$ cat src/rtl/alu_status_if.sv
// Operand, control and status bundle between the operand-select stage,
// the controller and the ALU/status unit.
interface alu_status_if;
  logic       stall;
  logic [7:0] in1;
  logic [7:0] in2;
  logic [3:0] alu_op;
  logic [1:0] cin_sel;
  logic [7:0] flag_we;
  logic [7:0] flag_set;
  logic [7:0] flag_clr;
  logic       irq_set_i;
  logic       p_load;
  logic [7:0] p_load_data;
  logic       push_brk;
  logic [7:0] result;
  logic       cout;
  logic [7:0] temp_status;
  logic [7:0] status;
  logic [7:0] p_push;

  modport master (
    output stall, in1, in2, alu_op, cin_sel, flag_we, flag_set, flag_clr,
           irq_set_i, p_load, p_load_data, push_brk,
    input  result, cout, temp_status, status, p_push
  );

  modport slave (
    input  stall, in1, in2, alu_op, cin_sel, flag_we, flag_set, flag_clr,
           irq_set_i, p_load, p_load_data, push_brk,
    output result, cout, temp_status, status, p_push
  );
endinterface

$ cat src/rtl/alu_status_unit.sv
// 6502-compatible ALU with registered result/carry and the P status register.
// D is storage only: the 2A03 has no decimal mode.
module alu_status_unit (
  input  logic         clk,
  input  logic         rst,
  alu_status_if.slave  bus
);

  typedef enum logic [3:0] {
    OP_ADD   = 4'd0,
    OP_SUB   = 4'd1,
    OP_AND   = 4'd2,
    OP_OR    = 4'd3,
    OP_EOR   = 4'd4,
    OP_ASL   = 4'd5,
    OP_LSR   = 4'd6,
    OP_ROL   = 4'd7,
    OP_ROR   = 4'd8,
    OP_PASS1 = 4'd9,
    OP_PASS2 = 4'd10,
    OP_BIT   = 4'd11,
    OP_CMP   = 4'd12,
    OP_INC   = 4'd13,
    OP_DEC   = 4'd14,
    OP_ADDR  = 4'd15
  } alu_op_e;

  alu_op_e    op;
  logic [7:0] p;
  logic [7:0] p_next;
  logic [7:0] p_loaded;
  logic [7:0] p_masked;
  logic [7:0] result_q;
  logic       cout_q;

  logic       cin;
  logic       carry_eff;
  logic [7:0] operand_b;
  logic [8:0] sum;
  logic       overflow;
  logic [7:0] r;
  logic [7:0] temp;
  logic       n_new;
  logic       v_new;
  logic       z_new;
  logic       c_new;
  logic       nz_from_r;

  assign op = alu_op_e'(bus.alu_op);

  // One shared adder serves ADD, SUB, CMP and ADDR; SUB/CMP invert in2.
  always_comb begin
    cin = 1'b0;
    case (bus.cin_sel)
      2'd1:    cin = 1'b1;
      2'd2:    cin = p[0];
      default: cin = 1'b0;
    endcase
    operand_b = ((op == OP_SUB) || (op == OP_CMP)) ? ~bus.in2 : bus.in2;
    carry_eff = (op == OP_CMP) ? 1'b1 : cin;
    sum       = {1'b0, bus.in1} + {1'b0, operand_b} + {8'd0, carry_eff};
    overflow  = ~(bus.in1[7] ^ operand_b[7]) & (bus.in1[7] ^ sum[7]);
  end

  always_comb begin
    r         = sum[7:0];
    n_new     = p[7];
    v_new     = p[6];
    z_new     = p[1];
    c_new     = p[0];
    nz_from_r = 1'b1;
    case (op)
      OP_ADD, OP_SUB: begin
        c_new = sum[8];
        v_new = overflow;
      end
      OP_AND:   r = bus.in1 & bus.in2;
      OP_OR:    r = bus.in1 | bus.in2;
      OP_EOR:   r = bus.in1 ^ bus.in2;
      OP_ASL: begin
        r     = {bus.in1[6:0], 1'b0};
        c_new = bus.in1[7];
      end
      OP_LSR: begin
        r     = {1'b0, bus.in1[7:1]};
        c_new = bus.in1[0];
      end
      OP_ROL: begin
        r     = {bus.in1[6:0], cin};
        c_new = bus.in1[7];
      end
      OP_ROR: begin
        r     = {cin, bus.in1[7:1]};
        c_new = bus.in1[0];
      end
      OP_PASS1: r = bus.in1;
      OP_PASS2: r = bus.in2;
      OP_BIT: begin
        r         = bus.in1 & bus.in2;
        nz_from_r = 1'b0;
        z_new     = (r == 8'h00);
        n_new     = bus.in2[7];
        v_new     = bus.in2[6];
      end
      OP_CMP:   c_new = sum[8];
      OP_INC:   r = bus.in1 + 8'd1;
      OP_DEC:   r = bus.in1 - 8'd1;
      OP_ADDR: begin
        // Address add: only C and N are meaningful for page-cross fixup.
        nz_from_r = 1'b0;
        c_new     = sum[8];
        n_new     = bus.in2[7];
      end
      default: r = sum[7:0];
    endcase
    if (nz_from_r) begin
      n_new = r[7];
      z_new = (r == 8'h00);
    end
    temp = {n_new, v_new, 1'b1, 1'b0, p[3], p[2], z_new, c_new};
  end

  // Write mask first, then clear, then set, so set wins; IRQ entry forces I last.
  always_comb begin
    p_loaded = (bus.p_load_data | 8'h20) & 8'hEF;
    p_masked = (((p & ~bus.flag_we) | (temp & bus.flag_we)) & ~bus.flag_clr) | bus.flag_set;
    p_next   = bus.p_load ? p_loaded : p_masked;
    if (!bus.p_load && bus.irq_set_i) begin
      p_next[2] = 1'b1;
    end
    p_next[5] = 1'b1;
    p_next[4] = 1'b0;
  end

  always_ff @(posedge clk or posedge rst) begin
    if (rst) begin
      result_q <= 8'h00;
      cout_q   <= 1'b0;
      p        <= 8'h24;
    end else if (!bus.stall) begin
      result_q <= r;
      cout_q   <= temp[0];
      p        <= p_next;
    end
  end

  assign bus.result      = result_q;
  assign bus.cout        = cout_q;
  assign bus.temp_status = temp;
  assign bus.status      = p;
  assign bus.p_push      = {p[7:6], 1'b1, bus.push_brk, p[3:0]};

endmodule

$ cat src/flat_wrapper.sv
// flat-port wrapper written by rule: the top's interface ports become plain ports
module alu_status_unit_flat 
  (clk, rst, bus_stall, bus_in1, bus_in2, bus_alu_op, bus_cin_sel, bus_flag_we, bus_flag_set, bus_flag_clr, bus_irq_set_i, bus_p_load, bus_p_load_data, bus_push_brk, bus_result, bus_cout, bus_temp_status, bus_status, bus_p_push);
  alu_status_if bus_i ();
  input  logic clk;
  input  logic rst;
  input wire logic [$bits(bus_i.stall)-1:0] bus_stall;
  input wire logic [$bits(bus_i.in1)-1:0] bus_in1;
  input wire logic [$bits(bus_i.in2)-1:0] bus_in2;
  input wire logic [$bits(bus_i.alu_op)-1:0] bus_alu_op;
  input wire logic [$bits(bus_i.cin_sel)-1:0] bus_cin_sel;
  input wire logic [$bits(bus_i.flag_we)-1:0] bus_flag_we;
  input wire logic [$bits(bus_i.flag_set)-1:0] bus_flag_set;
  input wire logic [$bits(bus_i.flag_clr)-1:0] bus_flag_clr;
  input wire logic [$bits(bus_i.irq_set_i)-1:0] bus_irq_set_i;
  input wire logic [$bits(bus_i.p_load)-1:0] bus_p_load;
  input wire logic [$bits(bus_i.p_load_data)-1:0] bus_p_load_data;
  input wire logic [$bits(bus_i.push_brk)-1:0] bus_push_brk;
  output wire logic [$bits(bus_i.result)-1:0] bus_result;
  output wire logic [$bits(bus_i.cout)-1:0] bus_cout;
  output wire logic [$bits(bus_i.temp_status)-1:0] bus_temp_status;
  output wire logic [$bits(bus_i.status)-1:0] bus_status;
  output wire logic [$bits(bus_i.p_push)-1:0] bus_p_push;
  assign bus_i.stall = bus_stall;
  assign bus_i.in1 = bus_in1;
  assign bus_i.in2 = bus_in2;
  assign bus_i.alu_op = bus_alu_op;
  assign bus_i.cin_sel = bus_cin_sel;
  assign bus_i.flag_we = bus_flag_we;
  assign bus_i.flag_set = bus_flag_set;
  assign bus_i.flag_clr = bus_flag_clr;
  assign bus_i.irq_set_i = bus_irq_set_i;
  assign bus_i.p_load = bus_p_load;
  assign bus_i.p_load_data = bus_p_load_data;
  assign bus_i.push_brk = bus_push_brk;
  assign bus_result = bus_i.result;
  assign bus_cout = bus_i.cout;
  assign bus_temp_status = bus_i.temp_status;
  assign bus_status = bus_i.status;
  assign bus_p_push = bus_i.p_push;
  alu_status_unit u_core (.clk(clk), .rst(rst), .bus(bus_i));
endmodule
$ cat config.mk
export PLATFORM = sky130hd
export DESIGN_NAME = alu_status_unit_flat
export DESIGN_NICKNAME = d
export VERILOG_FILES = /design/src/rtl/alu_status_if.sv /design/src/rtl/alu_status_unit.sv /design/src/flat_wrapper.sv
export SDC_FILE = /design/constraint.sdc
export NUM_CORES = 1
export LEC_CHECK = 0
export ABC_CLOCK_PERIOD_IN_PS = 12950
export CAP_MARGIN = 30
export CORE_UTILIZATION = 52
export DETAILED_ROUTE_END_ITERATION = 8
export GPL_ROUTABILITY_DRIVEN = 0
export GPL_TIMING_DRIVEN = 0
export PLACE_DENSITY = 0.87
export SLEW_MARGIN = 20
export SYNTH_ARGS = -nofsm -noshare
export SYNTH_HDL_FRONTEND = slang
export SYNTH_SLANG_ARGS = --single-unit
export TNS_END_PERCENT = 5
$ cat constraint.sdc
create_clock -name clk -period 12.95 [get_ports clk]
set_input_delay 3.885 -clock clk [delete_from_list [all_inputs] [get_ports clk]]
set_output_delay 3.885 -clock clk [all_outputs]
set_load 0.005 [all_outputs]
After elaboration in Yosys (flattened, before gate mapping)
Index checks and enable logic that the tools add are counted.
{ "word_totals": {"output_inout_bits": 33, "ff_bits": 15, "elab_cells": 62, "input_bits": 60} }
{ "classes": {"n_eq_ne": 17, "n_mux": 11, "bitwise_logic": 15, "n_reduce_logical": 12, "addsub": 4} }
{ "ops": {"columns": ["operator", "n"], "rows": [
  ["$pmux 8 s11", 1],
  ["$and 8x8->8", 4],
  ["$eq 4x4->1 const B", 8],
  ["$not 8->8", 3],
  ["$or 8x8->8", 3],
  ["$eq 4x3->1 const B", 4],
  ["$logic_not 8->1", 2],
  ["$mux 8", 2],
  ["$reduce_or 2->1", 5],
  ["$add 8x8->9", 1],
  ["$add 9x1->9", 1],
  ["$add 8x1->8 const B", 1],
  ["$eq 4x2->1 const B", 2],
  ["$sub 8x1->8 const B", 1],
  ["$xor 8x8->8", 1],
  ["$mux 1", 5],
  ["$eq 4x1->1 const B", 1],
  ["$logic_not 4->1", 1],
  ["$pmux 1 s2", 2],
  ["$reduce_or 4->1", 1],
  ["$pmux 1 s3", 1],
  ["$eq 2x1->1 const B", 1],
  ["$eq 2x2->1 const B", 1],
  ["$xor 1x1->1", 2],
  ["5 further kinds", 5]
]} }

Logic depth before layout (Yosys ltp)
Gate-level depths: netlist of run 1.
{ "logic_depth": {"word_depth": 14, "ltp_mapped": 17} }

Worst setup path after synthesis of run 1
Ideal clock, no wire load.
{ "synth_timing": {"path_kind": "input port to output port", "from": "input bus_alu_op[0]", "to": "output bus_temp_status[1]", "path_stages": 16, "setup_slack_ps": 1875, "t_required_ps": 9065, "arrival_time_ps": 7190, "cell_sequence": "buf_2 buf_2 buf_1 nand2_1 a21oi_2 xnor2_1 fa_1 fa_1 nor2b_1 o31a_1 o21ai_0 a21o_1 o211ai_1 nand4b_1 o41ai_2 buf_4"} }
{ "synth_between": {"elab_chain_cells": 8, "elab_cells_between_ends": 26, "classes_between": "2 x add/sub; 15 x eq/ne; 5 x mux; 4 x reduce/logical"} }
{ "synth_lines": {"columns": ["item", "line_no", "source"], "rows": [
  ["from (decl)", "flat_wrapper.sv:10", "input wire logic [$bits(bus_i.alu_op)-1:0] bus_alu_op;"],
  ["$eq 4x1->1 / $eq 4x4->1 (equally long branches)", "alu_status_unit.sv:59, alu_status_unit.sv:60", null],
  ["$logic_or 1x1->1", "alu_status_unit.sv:59", "operand_b = ((op == OP_SUB) || (op == OP_CMP)) ? ~bus.in2 : bus.in2;"],
  ["$mux 8", "alu_status_unit.sv:59", null],
  ["$add 8x8->9", "alu_status_unit.sv:61", "sum = {1'b0, bus.in1} + {1'b0, operand_b} + {8'd0, carry_eff};"],
  ["$add 9x1->9", "alu_status_unit.sv:61", null],
  ["$pmux 8 s11", "alu_status_unit.sv:72", "case (op)"],
  ["$logic_not 8->1", "alu_status_unit.sv:118", "z_new = (r == 8'h00);"],
  ["$mux 1 (*)", "alu_status_unit.sv:116", "if (nz_from_r) begin"],
  ["to (decl)", "flat_wrapper.sv:21", "output wire logic [$bits(bus_i.temp_status)-1:0] bus_temp_status;"]
]} }
Every way passes the cells marked *; elsewhere a longest branch is shown, timed or not.

Final worst setup path of run 1
Same ends and word-level chain as after synthesis.

==> results of run 1 <==
-- state kept, by name, indices dropped and copies added (netlist names) --
signal / flops
u_core.bus.cout: 1
u_core.bus.status: 6
u_core.bus.result: 8
-- power by group through the flow --
stage          Combinational, W  Sequential (W)  Clock (W)
3_3_place_gp           0.000150       0.0000605          0
2_1_floorplan         0.0000871       0.0000610          0
5_1_grt                0.000170       0.0000614  0.0000413
4_1_cts                0.000155       0.0000606  0.0000387
6_report               0.000159       0.0000607  0.0000382
3_5_place_dp           0.000154       0.0000613          0
-- cells by family (layout without fill, tap and decap cells) --
group	Yosys count	in the layout	share of synthesized area
XOR/XNOR	17	17	0.0496
AO/OA/AOI/OAI	135	135	0.308
buffers and inverters	78	155	0.134
AND/OR/NAND/NOR	137	137	0.234
other	2	5	0.00250
flip-flops	15	15	0.125
adder cells (fa/ha/maj)	28	28	0.122
multiplexers	7	7	0.0250
-- metrics by stage --
step | util | hold WS (ns) | power, W | cell area, um2
floorplan | - | 0.476 | 0.000148 | 3020
global route | 0.703 | 0.530 | 0.000273 | 3900
CTS | 0.703 | 0.512 | 0.000254 | 3890
finish | 0.703 | 0.512 | 0.000258 | 3900
global placement | 0.694 | 0.476 | 0.000211 | 3850
detailed placement | 0.694 | 0.494 | 0.000215 | 3850
-- worst paths after layout --
kind	from	endpoint	slack (ns)	depth (start not counted)
max	bus_alu_op[0]	bus_temp_status[1]	0.22	18
min	u_core.bus.cout$_DFFE_PP0N_	u_core.bus.cout$_DFFE_PP0N_	0.51	1
max reg2reg	u_core.bus.status[0]$_DFFE_PP0N_	u_core.bus.status[0]$_DFFE_PP0N_	9.62	13
min reg2reg	u_core.bus.cout$_DFFE_PP0N_	u_core.bus.cout$_DFFE_PP0N_	0.51	1
max in group asynchronous	rst	u_core.bus.result[7]$_DFFE_PP0N_	8.57	2
min in group asynchronous	rst	u_core.bus.status[7]$_DFFE_PP0N_	3.99	2
-- layer usage --
| layer | vias up | part of all wire |
|---|---|---|
| met5 | - | 0 |
| met4 | 0 | 0.028 |
| met3 | 41 | 0.13 |
| met2 | 312 | 0.45 |
| met1 | 1661 | 0.39 |
| li1 | 1663 | - |
-- cells in the final DEF (no fill, tap or decap), types with 4 or more instances in the layout --
cell,n
a211oi_1,6
a21o_1,6
a21oi_1,28
a22oi_1,5
a31oi_1,5
a32oi_1,6
buf_2,15
buf_4,18
clkbuf_1,12
clkdlybuf4s50_1,74
conb_1,5
dfrtp_1,14
ha_1,26
inv_1,25
mux2_2,4
nand2_1,31
nand2b_1,6
nand3_1,12
nand4_1,5
nor2_1,33
nor2b_1,12
nor3_1,14
o21a_1,4
o21ai_0,32
o22ai_1,4
o31ai_1,4
xnor2_1,13
xor2_1,4
-- worst reg2reg max path, cell delays in order (launching register included) --
cell and delay [ns]:
dfrtp_1 0.45, a21oi_1 0.10, nor2_1 0.18, nor2_1 0.10
fa_1 0.46, fa_1 0.44, nor2b_1 0.19, o31a_1 0.19
o21ai_0 0.16, a21boi_0 0.23, o21bai_1 0.14, a311oi_1 0.29
nor3_1 0.07, o31ai_1 0.23
-- layout make-up --
type | instances | area [um2]
multi-input combinational | 329 | 2240
fill | 475 | 1640
timing repair buffer | 74 | 741
sequential | 15 | 377
buffer | 50 | 297
inverter | 27 | 101
tap | 72 | 90.1
clock buffer | 3 | 41.3
clock inverter | 1 | 5.00
-- what timing repair did --
item,4_1_cts,5_1_grt
hold endpoints to repair,0,0
resized for setup,0,1
setup endpoints to repair,0,2
==> flow_summary.yaml, run 1 <==
synth:
  ys.flop_type: "dfrtp_1"
  yosysSeqAreaShare: 0.125
  synthTopCellsByArea: "dfrtp_1 (12%), ha_1 (11%), o21ai_0 (5.3%)"
  netlist-cell-type-count: 67
  avgSynthCellArea_um2: 7.17
  synth_most_common_cell: "nor2_1"
  ys_seq_elements: 15
  syn-cell-area_mm2: 0.00300
  syn_inst: 419
  yosysTopAreaCellShare: 0.117
  synth_top_cell_by_area: "dfrtp_1"
  async_flop_share: 1.00
  synth_edf_count: 0
  yosysWarnings: 0
  synth_common_cells: "nor2_1 (33), o21ai_0 (32), nand2_1 (31)"
setup_path:
  critical_path_class: "in -> out"
  worstPathArrival_ns: 8.84
  cp.required_ns: 9.06
  path_buf_inv: 6
  path_cells: "clkdlybuf4s50_1, buf_2, clkinv_1, clkbuf_1, nand2_1, a21oi_4, xnor2_1, fa_1, fa_1, nor2b_1, o31a_1, o21ai_0, a21o_1, o211ai_1, nand4b_1, o41ai_2, buf_4, clkdlybuf4s50_1"
  cp-end-kind: "output pin"
  start_kind: "input port"
  path_max_fanout: 10
  slowest_stage: "clkdlybuf4s50_1"
  slowest_delay_ns: 0.49
  crit_family: "buffers and inverters"
power:
  netSwitchingPower_w: 0.000101
  swShare: 0.394
  power_density_mw_per_mm2: 66.1
  peakVddDrop_mv: 0.0766
  pwr-share-clk: 0.148
  sequentialPowerShare: 0.236
  p_int_w: 0.000156
  power_frac_comb: 0.616
  leakagePower_nw: 1.61
sta:
  relSlewSlack: 0.485
  finalCriticalPeriod_ns: 12.73
  fin_setup_tns_ns: 0
  fmax_mhz: 78.6
  tightest_slew_ns: 0.768
  final.setup.worst_slack_ns: 0.225
  hold_viol: 0
  timing.final.max_slew_violations: 0
  rsz0062_at_grt: "false"
  finClkSkew_ns: 0.000657
  setup_violations: 0
  period_share: 0.983
job:
  maxCapViolCount: 0
hold_path:
  hold_path_class: "reg -> reg"
route:
  drc_errors: 0
  wl_per_cell_um: 18.0
  wirelength_mm: 10.3
  ant_nets: 0
  vias: 3677
  vias_per_cell: 6.44
  firstDrtPassIters: 7
  drt_iter0_drc: 658
cts:
  htreeDepth: 1
  cts_hold_buf: 0
  clk_path_buf_depth: 2
  cts_tree: "yes"
  numClockSinks: 15
  insertion_delay_ns: 0.25
  clk_pin_slew_ns: 0.06
  cts_inserted_buffers: 3
  cts_root_buffer: "clkbuf_8"
  post_cts_buffers: 0
final_layout:
  layout-drive-gt1-share: 0.110
  area_growth_pct: 29.7
  n_antenna_cell: 0
  fin_cells: 571
  final_nets: 588
grt:
  antenna_found_initial: 0
  met1_usage: 0.446
  grt.busiest_layer: "met2"
  overflow: 0
  met3_usage: 0.0659
  grtUsageTotal: 0.338
  grt_pass1_wl_mm: 16.4
  grt_pass1_vias: 3399
  grt_max_degree: 16
  grt_use_met2: 0.555
die:
  die_area_mm2: 0.00608
  io_pins: 93
  floorplan.initialDensity: 0.542
  core-area_mm2: 0.00554
  num_rows: 27
  die_h_um: 78.0
  die_w_um: 78.0
status:
  status: "complete, no violations"
placed_design:
  portBuffers: 74
  dpl_worst_slack_ns: 0.0488
  placed_cells: 568
  dp_hpwl_mm: 8.07
No activity file was read; power rests on OpenSTA's default activity.
==> run 2, diff against run 1 <==
ABC_CLOCK_PERIOD_IN_PS = 11500   (was 12950)
CORE_UTILIZATION = 44   (was 52)
PLACE_DENSITY = 0.78   (was 0.87)
clock period = 11.5 ns   (was 12.95 ns; I/O delays follow)
==> run 2 against run 1 <==
  * The run now ends with DRC left
  * Critical path depth decreased by 1
  * Clock power rose by 14%
  * Non-clock buffer count is 2 lower
  * Sequential power is 12% higher
  * Final area increased by 0.64%
  * Register-to-register slack worse by 1.5 ns
  * Total power increased by 12%
  * Sequential cell count stayed put
  * Core utilization is 9.6 points lower
  * First-iteration DRC count fell by 39%
  * Worst setup slack better by 0.010 ns
  * Clock-buffer cell count unchanged
  * Highest routed layer unchanged
==> flow_summary.yaml, run 2 (same netlist as run 1, synthesis figures left out) <==
status:
  status: "complete, but fails checks"
  violations: "DRC"
cts:
  clk_path_buf_depth: 2
  insertion_delay_ns: 0.25
  clk_pin_slew_ns: 0.06
  htreeDepth: 1
  numClockSinks: 15
  cts_tree: "yes"
  cts_root_buffer: "clkbuf_8"
  cts_inserted_buffers: 3
sta:
  finClkSkew_ns: 0.00237
  rsz0062_at_grt: "false"
  timing.final.max_slew_violations: 0
  fmax_mhz: 88.8
  setup_violations: 0
  period_share: 0.980
  final.setup.worst_slack_ns: 0.235
  hold_viol: 0
  relSlewSlack: 0.491
  finalCriticalPeriod_ns: 11.27
  tightest_slew_ns: 0.760
die:
  num_rows: 29
  core-area_mm2: 0.00646
  die_w_um: 84.6
  die_h_um: 84.6
  floorplan.initialDensity: 0.465
  die_area_mm2: 0.00716
  io_pins: 93
power:
  power_density_mw_per_mm2: 73.9
  p_int_w: 0.000177
  pwr-share-clk: 0.150
  finalPower_w: 0.000290
  swShare: 0.390
  leakagePower_nw: 1.62
  sequentialPowerShare: 0.235
  netSwitchingPower_w: 0.000113
  peakVddDrop_mv: 0.0549
  power_frac_comb: 0.615
setup_path:
  cp.required_ns: 8.05
  path_max_fanout: 19
  critical_path_class: "in -> out"
  cp-end-kind: "output pin"
  reg2reg_depth: 14
  start_kind: "input port"
  worstPathArrival_ns: 7.82
route:
  vias_per_cell: 6.19
  drt_iter0_drc: 401
  wl_per_cell_um: 17.8
  wirelength_mm: 10.2
  drc_errors: 5
  firstDrtPassIters: 7
  vias: 3555
  ant_nets: 0
final_layout:
  final_nets: 586
  n_antenna_cell: 0
  layout_common_cells: "clkdlybuf4s50_1 (74), nor2_1 (32), o21ai_0 (32), nand2_1 (31), a21oi_1 (28)"
  area_growth_pct: 30.5
  layout-drive-gt1-share: 0.115
  seqCellArea_um2: 377
  multi_input_comb_area_mm2: 0.00225
  postLayoutCoreUtil: 0.607
  mostFrequentLayoutCell: "clkdlybuf4s50_1"
  largest_reg_flops: 8
  fill_cells: 626
  design_area_mm2: 0.00392
hold_path:
  hold_path_class: "reg -> reg"
  hold_path_depth: 2
grt:
  grt_max_degree: 20
  grt_pass1_wl_mm: 16.2
  antenna_found_initial: 0
  grtUsageTotal: 0.282
  grt_pass1_vias: 3243
  overflow: 0
placed_design:
  dpl_worst_slack_ns: -0.463
  place_area_mm2: 0.00385
  portBuffers: 74
  dp_hpwl_mm: 8.15
job:
  maxCapViolCount: 0
## run 2: what timing repair did
action,CTS,global route
hold buffers,0,0
resized for setup,2,10
pin swaps,1,1
hold endpoints to repair,0,0
setup endpoints to repair,2,2
setup buffers,1,1
## run 2: metal layers
| metal | part of all wire | global-route usage | wire (um) | vias to the layer above |
|---|---|---|---|---|
| met2 | 0.45 | 0.449 | 4590 | 227 |
| met5 | 0 | 0 | 0 | - |
| li1 | - | - | - | 1663 |
| met1 | 0.40 | 0.389 | 4100 | 1632 |
| met3 | 0.12 | 0.0531 | 1220 | 33 |
| met4 | 0.028 | 0.0770 | 285 | 0 |
## run 2: area by class of cell
type                       count  area share
buffer                        46      0.0753
clock buffer                   3      0.0105
clock inverter                 1     0.00128
inverter                      27      0.0265
multi-input combinational    329       0.573
sequential                    15      0.0960
tap                           77      0.0246
timing repair buffer          76       0.193
## run 2: worst paths after layout
| path | start | end | slack [ns] |
|---|---|---|---|
| setup / recovery | bus_alu_op[0] | bus_temp_status[1] | 0.23 |
| hold / removal | u_core.bus.result[1]$_DFFE_PP0N_ | u_core.bus.result[1]$_DFFE_PP0N_ | 0.49 |
| setup reg to reg | u_core.bus.status[0]$_DFFE_PP0N_ | u_core.bus.status[1]$_DFFE_PP0N_ | 8.10 |
| hold reg to reg | u_core.bus.result[1]$_DFFE_PP0N_ | u_core.bus.result[1]$_DFFE_PP0N_ | 0.49 |
| max in group asynchronous | rst | u_core.bus.result[4]$_DFFE_PP0N_ | 7.54 |
| min in group asynchronous | rst | u_core.bus.status[6]$_DFFE_PP0N_ | 3.57 |
## run 2: stage by stage
stage / TNS, ns / cells / hold WS, ns
finish: 0 / 574 / 0.488
CTS: 0 / 576 / 0.493
floorplan: 0 / 422 / 0.476
detailed placement: -0.671 / 573 / 0.477
global placement: -0.601 / 573 / 0.475
global route: 0 / 574 / 0.532
## run 2: power groups by stage
stage,logic [W],clock network [W],registers [W]
6_report,0.000178,0.0000436,0.0000680
5_1_grt,0.000192,0.0000468,0.0000690
4_1_cts,0.000174,0.0000444,0.0000678
3_5_place_dp,0.000173,0,0.0000688
3_3_place_gp,0.000170,0,0.0000682
2_1_floorplan,0.0000981,0,0.0000687
## run 2: worst max-delay path, cell delays in order
cell	delay (ns)
clkdlybuf4s50_1	0.56
clkbuf_4	0.26
buf_4	0.26
nand2_1	0.12
a21oi_4	0.16
xnor2_1	0.10
fa_1	0.47
fa_1	0.42
nor2b_1	0.16
o31a_1	0.16
o21ai_0	0.14
a21o_1	0.21
o211ai_1	0.11
nand4b_1	0.14
o41ai_2	0.41
buf_4	0.17
clkdlybuf4s50_1	0.49
==> run 3, diff against run 2 <==
ABC_CLOCK_PERIOD_IN_PS = 12700   (was 11500)
CORE_UTILIZATION = 49   (was 44)
PLACE_DENSITY = 0.82   (was 0.78)
SLEW_MARGIN = 5   (was 20)
clock period = 12.7 ns   (was 11.5 ns; I/O delays follow)
==> run 3 against run 2 <==
  * Clock skew hardly changed
  * Total power is 9.8% lower
  * Critical path depth is 1 higher
  * Die area is 10% lower
  * Critical endpoint unchanged
  * Sequential share of layout area is 0.052 points higher
  * The run now ends clean
  * Via count is 0.82% higher
  * Register-to-register slack better by 1.3 ns
  * Highest routed layer unchanged
==> flow_summary.yaml, run 3 (same netlist as run 1, synthesis figures left out) <==
route:
  vias_per_cell: 6.25
  vias: 3584
  drt_iter0_drc: 512
  drc_errors: 0
  wirelength_mm: 10.1
  wl_per_cell_um: 17.7
  firstDrtPassIters: 6
  ant_nets: 0
die:
  io_pins: 93
  floorplan.initialDensity: 0.507
  die_area_mm2: 0.00645
  num_rows: 28
  die_w_um: 80.3
  core-area_mm2: 0.00592
  die_h_um: 80.3
setup_path:
  path_max_fanout: 10
  cp.required_ns: 8.89
  path_cells: "clkdlybuf4s50_1, buf_2, buf_2, buf_2, buf_2, a21oi_4, xnor2_1, fa_1, fa_1, nor2b_1, o31a_1, o21ai_0, a21o_1, o211ai_1, nand4b_1, o41ai_2, buf_4, clkdlybuf4s50_1"
  slowest_stage: "clkdlybuf4s50_1"
  start_kind: "input port"
  path_buf_inv: 7
  cp-end-kind: "output pin"
  crit_top_cell: "buf_2"
  slowest_delay_ns: 0.57
  critical_path_class: "in -> out"
  crit_family: "buffers and inverters"
  worstPathArrival_ns: 8.61
final_layout:
  layout_common_cells: "clkdlybuf4s50_1 (74), nor2_1 (33), o21ai_0 (32), nand2_1 (31), a21oi_1 (28)"
  final_nets: 587
  n_antenna_cell: 0
  design_area_mm2: 0.00390
  layout-drive-gt1-share: 0.112
  area_growth_pct: 29.8
  largest_reg_flops: 8
  mostFrequentLayoutCell: "clkdlybuf4s50_1"
sta:
  tightest_slew_ns: 0.766
  finalCriticalPeriod_ns: 12.42
  timing.final.max_slew_violations: 0
  fmax_mhz: 80.5
  final.setup.worst_slack_ns: 0.285
  hold_viol: 0
  rsz0062_at_grt: "false"
  period_share: 0.978
  finClkSkew_ns: 0.00199
  holdWs_ns: 0.496
  relSlewSlack: 0.486
  setup_violations: 0
cts:
  cts_root_buffer: "clkbuf_8"
  cts_inserted_buffers: 3
  numClockSinks: 15
  insertion_delay_ns: 0.24
  clk_path_buf_depth: 2
  cts_tree: "yes"
  post_cts_buffers: 0
  clk_pin_slew_ns: 0.06
  htreeDepth: 1
grt:
  grtUsageTotal: 0.321
  antenna_found_initial: 0
  grt_pass1_wl_mm: 16.0
  grt_pass1_vias: 3258
  grt_max_degree: 16
  overflow: 0
power:
  netSwitchingPower_w: 0.000102
  peakVddDrop_mv: 0.0601
  swShare: 0.390
  pwr-share-clk: 0.145
  power_density_mw_per_mm2: 67.0
  sequentialPowerShare: 0.236
  power_frac_comb: 0.619
  leakagePower_nw: 1.61
  p_int_w: 0.000159
placed_design:
  dpl_worst_slack_ns: -0.0570
  dp_hpwl_mm: 8.14
  portBuffers: 74
  place_area_mm2: 0.00385
status:
  status: "complete, no violations"
job:
  maxCapViolCount: 0
hold_path:
  hold_path_class: "reg -> reg"
## run 3: cell type report
cell class | count | area, um2
Tap cell | 75 | 93.8
Clock inverter | 1 | 5.00
Fill cell | 505 | 2020
Buffer | 49 | 293
Timing Repair Buffer | 74 | 741
Clock buffer | 3 | 41.3
Inverter | 27 | 105
Sequential cell | 15 | 377
Multi-Input combinational cell | 329 | 2240
## run 3: path summary, 6_finish.rpt
| path | from | cells past startpoint | to | slack, ns |
|---|---|---|---|---|
| max in group asynchronous | rst | 2 | u_core.bus.result[0]$_DFFE_PP0N_ | 8.38 |
| min reg2reg | u_core.bus.result[4]$_DFFE_PP0N_ | 2 | u_core.bus.result[4]$_DFFE_PP0N_ | 0.50 |
| max reg2reg | u_core.bus.status[0]$_DFFE_PP0N_ | 13 | u_core.bus.status[0]$_DFFE_PP0N_ | 9.38 |
| min in group asynchronous | rst | 2 | u_core.bus.status[7]$_DFFE_PP0N_ | 3.93 |
| max | bus_alu_op[1] | 18 | bus_temp_status[1] | 0.28 |
| min | u_core.bus.result[4]$_DFFE_PP0N_ | 2 | u_core.bus.result[4]$_DFFE_PP0N_ | 0.50 |
## run 3: worst reg2reg max path: cells and delay by family, from the launching register on
family          cells  cell delay [ns]
flops               1             0.45
fa+ha+maj           2             0.89
compound gates      7             1.31
simple gates        4             0.56
## run 3: power groups by stage
stage	combinational (W)	sequential, W	clock, W
6_report	0.000162	0.0000617	0.0000379
5_1_grt	0.000174	0.0000629	0.0000408
4_1_cts	0.000159	0.0000615	0.0000395
3_5_place_dp	0.000157	0.0000623	0
3_3_place_gp	0.000154	0.0000617	0
2_1_floorplan	0.0000888	0.0000622	0
## run 3: repair_timing
action,CTS,global route
endpoints found under the setup margin,1,2
resized for setup,1,1
pin swaps,0,0
hold endpoints to repair,0,0
cloned,0,0
hold buffers,0,0
## run 3: metal layers
| metal | up-vias | track usage | part of all wire |
|---|---|---|---|
| met5 | - | 0 | 0 |
| met4 | 0 | 0.0750 | 0.033 |
| met3 | 48 | 0.0818 | 0.11 |
| met2 | 211 | 0.531 | 0.46 |
| met1 | 1665 | 0.417 | 0.40 |
| li1 | 1660 | - | - |
## run 3: metrics by stage
| stage | utilization | power [W] | cells | setup TNS, ns |
|---|---|---|---|---|
| 2_1_floorplan | - | 0.000151 | 422 | 0 |
| 3_3_place_gp | 0.650 | 0.000215 | 571 | 0 |
| 3_5_place_dp | 0.650 | 0.000220 | 571 | -0.0570 |
| 4_1_cts | 0.659 | 0.000260 | 575 | 0 |
| 5_1_grt | 0.659 | 0.000278 | 573 | 0 |
| 6_report | 0.659 | 0.000261 | 573 | 0 |
